==> src/rtl/fetch_queue_unit_pkg.sv <==
// Shared fetch-stage types: FSM state, queue entry layout and instruction size.
package fetch_pkg;
  localparam int FETCH_XLEN  = 32;
  localparam int INSTR_BYTES = 4;

  typedef enum logic {
    RUN   = 1'b0,
    FAULT = 1'b1
  } fetch_state_t;

  typedef struct packed {
    logic [FETCH_XLEN-1:0] pc;
    logic [FETCH_XLEN-1:0] instruction;
  } fetch_entry_t;
endpackage

==> src/rtl/fetch_queue_unit_sync_fifo.sv <==
// Synchronous FIFO with flush; head is combinational from the read pointer.
// Push lands in one cycle; a flush wins over a push in the same cycle.
module sync_fifo #(
  parameter int WIDTH = 64,
  parameter int DEPTH = 4
) (
  input  logic                   clk,
  input  logic                   rst,
  input  logic                   flush,
  input  logic                   push,
  input  logic [WIDTH-1:0]       data,
  input  logic                   pop,
  output logic [WIDTH-1:0]       head,
  output logic [$clog2(DEPTH):0] count
);
  localparam int AW = $clog2(DEPTH);
  localparam logic [AW:0] FULL_COUNT = DEPTH[AW:0];

  logic [WIDTH-1:0] mem [DEPTH];
  logic [AW-1:0]    wptr;
  logic [AW-1:0]    rptr;
  logic             do_push;
  logic             do_pop;

  assign do_push = push && !flush;
  assign do_pop  = pop && (count != '0);
  assign head    = mem[rptr];

  always_ff @(posedge clk) begin
    if (do_push) begin
      mem[wptr] <= data;
    end
  end

  always_ff @(posedge clk) begin
    if (rst || flush) begin
      wptr  <= '0;
      rptr  <= '0;
      count <= '0;
    end else begin
      if (do_push) wptr <= wptr + 1'b1;
      if (do_pop)  rptr <= rptr + 1'b1;
      count <= count + {{AW{1'b0}}, do_push} - {{AW{1'b0}}, do_pop};
    end
  end

  // The producer's credit scheme must never let a push hit a full queue.
  always_ff @(posedge clk) begin
    if (!rst) begin
      assert (!(do_push && count == FULL_COUNT));
    end
  end
endmodule

==> src/rtl/fetch_queue_unit.sv <==
// Fetch stage: owns the PC, issues to a 1-cycle instruction RAM, queues {pc, instr} for decode.
// Request at T reaches decode at T+2; issue stops when queued + in-flight entries reach DEPTH.
module fetch_queue_unit
  import fetch_pkg::*;
#(
  // Entry layout comes from fetch_pkg, so XLEN must equal FETCH_XLEN.
  parameter int              XLEN       = FETCH_XLEN,
  parameter int              DEPTH      = 4,
  parameter int              ADDR_WIDTH = 16,
  parameter logic [XLEN-1:0] RESET_PC   = '0
) (
  input  logic                     clk,
  input  logic                     rst,
  input  logic                     fetch_enable,
  input  logic                     redirect_valid,
  input  logic [XLEN-1:0]          redirect_pc,
  output logic                     imem_req,
  output logic [XLEN-1:0]          imem_addr,
  input  logic [XLEN-1:0]          imem_rdata,
  output logic                     dec_valid,
  input  logic                     dec_ready,
  output logic [XLEN-1:0]          dec_pc,
  output logic [XLEN-1:0]          dec_instruction,
  output logic [$clog2(DEPTH):0]   occupancy,
  output logic                     fetch_fault
);
  localparam int CW = $clog2(DEPTH) + 1;
  localparam logic [CW:0] CREDIT_LIMIT = (CW+1)'(DEPTH);

  fetch_state_t    state;
  logic [XLEN-1:0] fetch_pc;
  logic [XLEN-1:0] inflight_pc;
  logic            inflight;
  logic            bad_pc;
  logic            issue;
  logic            pop;
  logic [CW:0]     pending;
  fetch_entry_t    push_entry;
  fetch_entry_t    head_entry;

  function automatic logic pc_illegal(input logic [XLEN-1:0] pc);
    return (pc[1:0] != 2'b00) || (|pc[XLEN-1:ADDR_WIDTH]);
  endfunction

  assign bad_pc  = pc_illegal(fetch_pc);
  assign pending = {1'b0, occupancy} + {{CW{1'b0}}, inflight};
  // A same-cycle pop is deliberately not credited.
  assign issue   = !rst && (state == RUN) && fetch_enable && !redirect_valid
                   && !bad_pc && (pending < CREDIT_LIMIT);
  assign pop     = dec_valid && dec_ready;

  always_ff @(posedge clk) begin
    if (rst) begin
      state       <= RUN;
      fetch_pc    <= RESET_PC;
      inflight    <= 1'b0;
      inflight_pc <= RESET_PC;
    end else begin
      inflight <= issue;
      if (issue) inflight_pc <= fetch_pc;
      if (redirect_valid) begin
        fetch_pc <= redirect_pc;
        state    <= pc_illegal(redirect_pc) ? FAULT : RUN;
      end else begin
        if (issue) fetch_pc <= fetch_pc + XLEN'(INSTR_BYTES);
        if (state == RUN && bad_pc) state <= FAULT;
      end
    end
  end

  // A redirect flushes the queue, which also drops the response landing that cycle.
  assign push_entry = '{pc: inflight_pc, instruction: imem_rdata};

  sync_fifo #(
    .WIDTH($bits(fetch_entry_t)),
    .DEPTH(DEPTH)
  ) u_queue (
    .clk  (clk),
    .rst  (rst),
    .flush(redirect_valid),
    .push (inflight),
    .data (push_entry),
    .pop  (pop),
    .head (head_entry),
    .count(occupancy)
  );

  assign imem_req        = issue;
  assign imem_addr       = fetch_pc;
  assign dec_valid       = occupancy != '0;
  assign dec_pc          = head_entry.pc;
  assign dec_instruction = head_entry.instruction;
  assign fetch_fault     = state == FAULT;
endmodule

==> config.mk <==
export PLATFORM = sky130hd
export DESIGN_NAME = fetch_queue_unit
export DESIGN_NICKNAME = d
export VERILOG_FILES = /design/src/rtl/fetch_queue_unit_pkg.sv /design/src/rtl/fetch_queue_unit_sync_fifo.sv /design/src/rtl/fetch_queue_unit.sv
export SDC_FILE = /design/constraint.sdc
export NUM_CORES = 1
export LEC_CHECK = 0
export CAP_MARGIN = 20
export CORE_UTILIZATION = 54
export CTS_CLUSTER_SIZE = 14
export DETAILED_ROUTE_END_ITERATION = 8
export PLACE_DENSITY = 0.79
export SETUP_SLACK_MARGIN = 0.05
export SYNTH_ARGS = -nofsm -noshare
export SYNTH_HDL_FRONTEND = slang
export SYNTH_SLANG_ARGS = --single-unit
export TNS_END_PERCENT = 100
==> constraint.sdc <==
create_clock -name clk -period 3.2 [get_ports clk]
set_input_delay 0.48 -clock clk [delete_from_list [all_inputs] [get_ports clk]]
set_output_delay 0.48 -clock clk [all_outputs]
set_load 0.02 [all_outputs]
Yosys cells after proc, flatten, opt, wreduce, memory -nomap -nowiden. Memory sizes are Yosys's and may differ from the RTL's. A register that Yosys moved wholly into a read port is not among the register bits. Cells that the tools add are included.

Output and inout port bits: 102. RAM bits: 256. Logic and storage cells: 47. Bits of input ports: 69. Register bits after elaboration: 73. Memories kept: 1.

$lt $le $gt $ge: 1. Mux-type cells: 9. Bitwise operators: 1. $add $sub $neg: 6. Reduce and logical (&&, ||, !) cells: 22.

Memories: u_queue.mem (words 4, bits a word 64, read ports 1, clocked after memory_dff 1, write ports 1, RTL line fetch_queue_unit_sync_fifo.sv:19) `logic [WIDTH-1:0] mem [DEPTH];`.

Operators by type and width (number): two-way mux 32 bit (2); adder 32 x 3 -> 32 bit (second input constant) (1); OR reduction 16 bit (2); logical AND 1 bit (9); nonzero test 2 bit (4); two-way mux 1 bit (5); adder 2 x 1 -> 2 bit (second input constant) (2); adder 3 x 1 -> 4 bit (1); less-than comparator 4 x 3 -> 1 bit (second input constant) (1); two-way mux 2 bit (2); adder 3 x 1 -> 3 bit (1); logical NOT 1 bit (3); logical OR 1 bit (3); nonzero test 3 bit (1); subtractor 3 x 1 -> 3 bit (1); NOT 1 bit (1).

Depth between registers and ports, before layout. Gate-level depths: netlist of the first run.

Depth after elaboration: 8. Mapped depth: 10. Gate-level depth less buffers: 9.

By module. A second synthesis of the first run with hierarchy kept.

Cells, all modules: 666. Area total of the unflattened synthesis: 12424.4 um^2.

Modules (own cells, without submodules): sync_fifo (sequential area each 7867.5 um^2, instances 1, cells each 380, area an instance 9795.6 um^2); fetch_queue_unit (sequential area each 1321.3 um^2, instances 1, cells each 286, area an instance 2628.8 um^2).

Worst setup path after synthesis of the first run. Ideal clock, no wire load.

Kind: input to register. Start: input port redirect_valid. End: memory u_queue.mem[0][0] (enable). Arrival: 2219 ps. Required time: 2771 ps. Buffers on the path: 0. Path slack: 552 ps. Cell stages on the path: 2. Cells stage by stage: nor2b_1 and2_1.

Longest elaborated chain between the ends: 4.

Ends and longest elaborated chain: start: declaration (RTL line fetch_queue_unit.sv:15) `input logic redirect_valid,`; logical NOT 1 bit (RTL line fetch_queue_unit_sync_fifo.sv:25) `assign do_push = push && !flush;`; logical AND 1 bit (RTL line fetch_queue_unit_sync_fifo.sv:25); two-way mux 1 bit (RTL line fetch_queue_unit_sync_fifo.sv:30) `if (do_push) begin`; two-way mux 1 bit (not written as such) (RTL line fetch_queue_unit_sync_fifo.sv:31) `mem[wptr] <= data;`; end: declaration (RTL line fetch_queue_unit_sync_fifo.sv:19).

Every way passes these cells.

Final worst setup path of the first run.
Start: register u_queue.count[1]. End: output port imem_req.

Longest elaborated chain between the ends: 3.

Ends and longest elaborated chain: start: declaration (RTL line fetch_queue_unit_sync_fifo.sv:14) `output logic [$clog2(DEPTH):0] count`; start signal: assignment (RTL line fetch_queue_unit_sync_fifo.sv:43) `count <= count + {{AW{1'b0}}, do_push} - {{AW{1'b0}}, do_pop};`; adder 3 x 1 -> 4 bit (RTL line fetch_queue_unit.sv:46) `assign pending = {1'b0, occupancy} + {{CW{1'b0}}, inflight};`; less-than comparator 4 x 3 -> 1 bit (RTL line fetch_queue_unit.sv:49) `&& !bad_pc && (pending < CREDIT_LIMIT);`; logical AND 1 bit (RTL line fetch_queue_unit.sv:49); end: declaration (RTL line fetch_queue_unit.sv:17) `output logic imem_req,`.

Every way passes these cells.

==> qor.log, run 1 <==
[run] number of max-cap violations 0
[sta] worst relative slew slack 62.2%
[die] die width 153 um
[synthesis] net count of the mapped netlist 741
[synthesis] top cells by area in the synthesized netlist edfxtp_1 (63%), dfxtp_1 (12%), mux4_2 (12%)
[layout] count of filler cells inserted in the layout 1410
[synthesis] gate count of the mapped netlist 663
[worst_hold_path] Min-Delay Path Depth 3
[setup_path] Worst R2R Start u_queue.count[1]$_SDFF_PP0_
[routing] total routed wirelength 23600 um
[power] cell leakage power 0.00515 uW
[setup_path] slowest CP cell or4_1
[clock_tree] buffers inserted during post-CTS setup optimization 0
[synthesis] Unique masters post-synth 36
[layout] commonest non-fill, non-tap cell in the layout edfxtp_1
[setup_path] end of the worst register-to-register path inflight_pc[18]$_SDFFE_PP0P_
[sta] RSZ-0062 raised after global routing no
[routing] routed vias 6590
[sta] final setup skew 14.7 ps
[sta] clock period minus worst slack 2910 ps
[routing] WL/cell 20.4 um
[clock_tree] number of instances resized during post-cts repair 1
[routing] routed length on met2 11400 um
[layout] fraction of final layout cells sized beyond drive strength 1 15.6%
[setup_path] Worst R2R Setup Slack 640 ps
[routing] DRC Markers 12
[layout] most frequent cells in the layout edfxtp_1 (256), clkdlybuf4s50_1 (168), dfxtp_1 (73)
[clock_tree] TritonCTS Buffers 34
[setup_path] critical path data required time 2720 ps
[routing] Met3 Routed Length 1860 um
[die] die outline height 153 um
[setup_path] CP arrival 2430 ps
[power] Net Sw Power 1690 uW
[power] Pwr per Cell Area 557 mW/mm^2
[grt] Total GRT Usage 20.7%
[sta] fraction of the cycle the final worst path needs 91.0%
[clock_tree] clock tree from TritonCTS built
[setup_path] Critical Path Sink Type output pin
[setup_path] worst setup path class reg -> out
[synthesis] Yosys top cell by area edfxtp_1
[die] row count 54
[clock_tree] depth of the CTS H-tree 2
[power] Switching Fraction 19.7%
[sta] slew at the pin closest to its max-slew limit 567 ps
[die] Floorplan Core Area 0.0220 mm^2
[routing] length of the first detailed-routing pass in iterations 9
[placement] DP HPWL 14400 um
[sta] number of hold-slack violations in the final timing report 0
[routing] wire length on met1 9870 um
[grt] vias in the first global route 6848
[routing] number of design-rule violations left by the first detailed-router iteration 449
[placement] number of input and output port buffers inserted 170
[die] I/O pin cnt 171
[grt] global-route congestion overflow total 0
[setup_path] crit path max fanout 6
[setup_path] logic depth of the worst setup path including buffers 6
[layout] post-route cell area 0.0154 mm^2
[clock_tree] Clock Root Buffer clkbuf_16
[sta] total negative slack for setup checks 0 ps
[synthesis] average cell area after synthesis 18.5 um^2
[sta] Slew Viols, Final 0
[sta] maximum frequency from static timing analysis 344 MHz
[worst_hold_path] worst hold path endpoint u_queue.count[0]$_SDFF_PP0_
[synthesis] yosys synthesis warning count 0
[routing] max layer used met4
[grt] maximum number of pins on one net before global-route repair 51
[layout] Area growth, synth to finish 25.7%
[clock_tree] Max Root-Sink Buffers 3
[routing] post-route ant nets 0
[setup_path] number of cell instances on the worst register-to-register path 9
[power] Total Power 8570 uW
[run_status] result of the run finished with violations
[worst_hold_path] Min-Delay Startpoint redirect_valid
[placement] post-placement cell area 0.0143 mm^2
[layout] # diodes 0
[sta] number of setup violations in the final report 0
[synthesis] area fraction of the dominant cell type after synthesis 62.8%
[synthesis] sequential cell area fraction in the yosys report 75.1%
[setup_path] gate family responsible for the most delay along the worst path simple AND/OR/NAND/NOR gates
[power] part of the total power dissipated in the clock network 42.5%
[setup_path] CP bufs+invs 2
[setup_path] cell-by-cell trace of the critical path ha_1 > and4b_1 > mux2i_1 > or4_1 > inv_1 > dlygate4sd2_1
[power] IR drop worst, VDD 0.329 mV
[synthesis] flops & latches, synth 331
[run_status] failing checks design-rule violations
[clock_tree] CTS sink cnt 331
[synthesis] netlist area before placement 0.0122 mm^2
[die] Initial Util 55.6%
[power] proportion of power drawn by combinational gates 3.2%
[grt] antenna violations before repair 0
[clock_tree] clock insertion delay at the later pin of the skew report 500 ps
[power] portion of total power attributed to sequential cells 54.3%
[setup_path] slowest stage delay, CP 540 ps
[power] cell-internal power 6880 uW
[placement] routability congestion estimate from global placement 0.803
[clock_tree] Post-CTS Hold Fix Bufs 0
[clock_tree] clock slew at reported path FFs 60 ps
[worst_hold_path] path class of the lowest-slack min-delay path in -> reg
[setup_path] type of element launching the critical path register
[grt] first-pass GRT wire length 37100 um
[routing] number of vias per cell after detailed routing 5.70
[layout] Layout Utilization 69.8%
[die] DIE AREA 0.0233 mm^2
[layout] final net count 929
cells in the mapped netlist:
master,number
or4_1,1
buf_4,1
and4_1,1
buf_6,2
mux2i_1,20
nor3_1,4
ha_1,8
nand3b_1,13
nand2b_1,1
inv_1,9
buf_1,10
xor2_1,1
fa_1,1
a22oi_1,1
xnor2_1,4
nor4_1,8
a31oi_1,12
edfxtp_1,256
nor2b_1,1
a32oi_1,12
or2_2,2
buf_2,4
nor4b_1,1
o211ai_1,1
mux4_2,64
o21a_1,1
or3_1,14
dfxtp_1,75
nand4_1,3
clkbuf_1,17
nor2_1,27
and2_1,26
a21oi_1,17
nand2_1,37
and4b_1,1
nand3_1,7
kinds of logic after synthesis:
family / after synthesis / synth area share [%]
buffers and inverters: 43 / 1.51
flip-flops: 331 / 75.1
AND/OR/NAND/NOR: 147 / 6.31
adder cells (fa/ha/maj): 9 / 0.981
XOR/XNOR: 5 / 0.358
AO/OA/AOI/OAI: 44 / 2.35
multiplexers: 84 / 13.4
tightest hold or removal path: cells and delay by family:
| kind | cells | cell delay, ps |
|---|---|---|
| and+or+nand+nor | 2 | 210 |
| buffers and inverters | 1 | 100 |
flip-flops by register name, summed over array words and instances (netlist names), named ones only:
register and cells:
u_queue.mem 256, imem_addr 32, inflight_pc 32, u_queue.count 3, u_queue.rptr 2, u_queue.wptr 2, fetch_fault 1, inflight 1
power groups by stage:
stage / Clock, uW / Combinational [uW] / Sequential [uW]
3_3_place_gp: 0 / 266 / 4740
2_1_floorplan: 0 / 72.6 / 4760
6_report: 3640 / 276 / 4650
4_1_cts: 3720 / 276 / 4650
5_1_grt: 3890 / 294 / 4650
3_5_place_dp: 0 / 274 / 4740
stage by stage:
stage	setup slack [ps]	std cells	hold WS, ps
detailed placement	399	1094	481
global route	171	1156	330
CTS	224	1155	309
finish	289	1156	334
global placement	447	1094	464
floorplan	552	663	452
worst max-delay path by stage:
stage	start	end	slack, ps
after global placement	rst	imem_req	450
after global routing	register	dec_pc[14]	170
after detailed placement	rst	imem_req	400
after floorplan	redirect_valid	u_queue.mem[0][0]$_DFFE_PP_	550
after CTS	register	dec_pc[14]	220
final	u_queue.count[1]$_SDFF_PP0_	imem_req	290
routing by layer:
metal  up-vias  GRT usage (%)
met1      3312           27.5
li1       3001              -
met4         0           5.72
met2       245           33.8
met5         -              0
met3        32           5.80
final cells by class:
| cell class | count | area (um^2) | share of cell area (%) |
|---|---|---|---|
| inverter | 9 | 33.8 | 0.220 |
| sequential | 331 | 9200 | 59.8 |
| timing repair buffer | 186 | 1890 | 12.3 |
| multi-input combinational | 289 | 2880 | 18.7 |
| clock inverter | 14 | 76.3 | 0.496 |
| tap | 280 | 350 | 2.28 |
| clock buffer | 47 | 962 | 6.25 |
Power figures use the tool's default switching activity.
==> inputs of run 2 (changes only) <==
CORE_MARGIN = 3   (was default)
==> run 2 against run 1 <==
Global-route usage decreased by 1.4 points. Critical path type unchanged. Power decreased by 2.2%. Via count about the same. Sequential power about the same. Clock power decreased by 5%. Clock-buffer cell count decreased by 1. The flow now finishes without violations. Worst hold slack got worse by 71 ps. Final area decreased by 0.58%. Largest cell class unchanged. Critical path depth unchanged. Die area increased by 5.3%.
==> qor.log, run 2 (synthesis results as in run 1) <==
[layout] count of filler cells inserted in the layout 1368 [-3.0%]
[clock_tree] number of instances resized during post-cts repair 1 [unchanged]
[layout] most frequent cells in the layout edfxtp_1 (256), clkdlybuf4s50_1 (168), dfxtp_1 (73)
[grt] antenna violations before repair 0 [unchanged]
[layout] Largest register FFs 256 [unchanged]
[sta] maximum frequency from static timing analysis 340 MHz [-1.1%]
[clock_tree] clock tree from TritonCTS built
[sta] clock period minus worst slack 2940 ps [+33.0 ps]
[clock_tree] Clock Root Buffer clkbuf_16
[routing] length of the first detailed-routing pass in iterations 5 [-4]
[die] Floorplan Core Area 0.0220 mm^2 [unchanged]
[power] Pwr per Cell Area 548 mW/mm^2 [-1.6%]
[die] DIE AREA 0.0245 mm^2 [+5.3%]
[die] row count 54 [unchanged]
[layout] post-route cell area 0.0153 mm^2 [-0.58%]
[power] IR drop worst, VDD 0.363 mV [+11%]
[sta] number of hold-slack violations in the final timing report 0 [unchanged]
[grt] vias in the first global route 6976 [+1.9%]
[die] I/O pin cnt 171 [unchanged]
[placement] worst setup slack before clock tree synthesis 458 ps [+58.9 ps]
[setup_path] worst setup path class reg -> out
[clock_tree] depth of the CTS H-tree 1 [-1]
[layout] Top reg by flops u_queue.mem
[setup_path] type of element launching the critical path register
[layout] fin cells 1149 [-0.61%]
[routing] post-route ant nets 0 [unchanged]
[routing] number of vias per cell after detailed routing 5.73 [+0.59%]
[routing] routed vias 6589 [-0.015%]
[layout] fraction of final layout cells sized beyond drive strength 1 15.1% [-0.56 points]
[sta] Slew Viols, Final 0 [unchanged]
[setup_path] Critical Path Sink Type output pin
[placement] post-placement cell count 1092 [-0.18%]
[layout] commonest non-fill, non-tap cell in the layout edfxtp_1
[routing] number of design-rule violations left by the first detailed-router iteration 485 [+8.0%]
[routing] total routed wirelength 23500 um [-0.45%]
[setup_path] critical path data required time 2720 ps [about the same]
[sta] number of setup violations in the final report 0 [unchanged]
[layout] Area growth, synth to finish 25.0%
[placement] DP HPWL 14300 um [-0.66%]
[power] cell leakage power 0.00511 uW [-0.77%]
[placement] routability congestion estimate from global placement 0.792 [-1.4%]
[grt] Total GRT Usage 19.3% [-1.4 points]
[run_status] result of the run complete, no violations
[placement] post-placement cell area 0.0143 mm^2 [about the same]
[layout] final net count 923 [-0.65%]
[setup_path] CP arrival 2460 ps [+30 ps]
[sta] least setup slack across all paths after layout 256 ps [-33.0 ps]
[clock_tree] clock slew at reported path FFs 60 ps [about the same]
[layout] Layout Utilization 69.4% [-0.40 points]
[sta] worst relative slew slack 53.3% [-8.8 points]
[setup_path] CP bufs+invs 2 [unchanged]
[clock_tree] clock insertion delay at the later pin of the skew report 540 ps [+40 ps]
[setup_path] slowest CP cell or4_1
[sta] total negative slack for setup checks 0 ps [unchanged]
[die] die outline height 157 um [+2.6%]
[setup_path] gate family responsible for the most delay along the worst path simple AND/OR/NAND/NOR gates
[grt] maximum number of pins on one net before global-route repair 65 [+27%]
[run] number of max-cap violations 0 [unchanged]
[setup_path] crit path max fanout 6 [unchanged]
[sta] slew at the pin closest to its max-slew limit 699 ps [+132 ps]
[clock_tree] Post-CTS Hold Fix Bufs 0 [unchanged]
[setup_path] slowest stage delay, CP 520 ps [-20 ps]
[routing] DRC Markers 0 [-12]
[sta] final setup skew 11.7 ps [-2.97 ps]
[clock_tree] Max Root-Sink Buffers 3 [unchanged]
[worst_hold_path] path class of the lowest-slack min-delay path in -> reg
[sta] RSZ-0062 raised after global routing no
[die] Initial Util 55.6% [unchanged]
[die] die width 157 um [+2.6%]
[grt] global-route congestion overflow total 0 [unchanged]
[grt] first-pass GRT wire length 37400 um [+0.61%]
[clock_tree] buffers inserted during post-CTS setup optimization 0 [unchanged]
[setup_path] cell-by-cell trace of the critical path ha_1 > and4b_1 > mux2i_1 > or4_1 > inv_1 > dlygate4sd2_1
[clock_tree] CTS sink cnt 331 [unchanged]
[routing] WL/cell 20.4 um [+0.16%]
[sta] fraction of the cycle the final worst path needs 92.0% [+1.0 points]
[layout] # diodes 0 [unchanged]
[placement] number of input and output port buffers inserted 170 [unchanged]
[clock_tree] TritonCTS Buffers 31 [-8.8%]
run 2: metrics by stage:
stage | hold slack, ps | total power, uW
final | 264 | 8380
after detailed placement | 484 | 5020
after global routing | 262 | 8640
after global placement | 463 | 5000
after CTS | 238 | 8450
after floorplan | 452 | 4840
run 2: where the power goes:
part	internal (uW)	switching, uW	total, uW
logic	150	127	277
registers	4620	32.6	4650
clock network	1990	1470	3460
run 2: area by class of cell:
| class | instances | area, um^2 | area share (%) |
|---|---|---|---|
| Clock buffer | 46 | 883 | 5.78 |
| Clock inverter | 11 | 86.3 | 0.564 |
| Inverter | 9 | 33.8 | 0.221 |
| Multi-Input combinational cell | 289 | 2880 | 18.8 |
| Sequential cell | 331 | 9200 | 60.1 |
| Tap cell | 280 | 350 | 2.29 |
| Timing Repair Buffer | 183 | 1870 | 12.2 |
run 2: tightest hold or removal path, delay by kind of cell:
family | cells | cell delay, ps
buffers and inverters | 1 | 90
AND/OR/NAND/NOR | 2 | 190
run 2: layer usage:
layer	part of all wire, %	vias up	GRT usage (%)
met3	7.9	32	4.78
li1	-	2991	-
met1	42	3300	25.8
met4	1.5	0	4.38
met5	0	-	0
met2	49	266	32.5
run 2: final timing paths:
check                                                  start                            to  slack [ps]  cells after the start
worst min-delay path                          redirect_valid   u_queue.count[0]$_SDFF_PP0_         260                      3
worst max register to register   u_queue.count[1]$_SDFF_PP0_  inflight_pc[24]$_SDFFE_PP0P_         720                      8
worst min register to register  inflight_pc[15]$_SDFFE_PP0P_  inflight_pc[15]$_SDFFE_PP0P_         500                      2
worst max-delay path             u_queue.count[1]$_SDFF_PP0_                      imem_req         260                      6
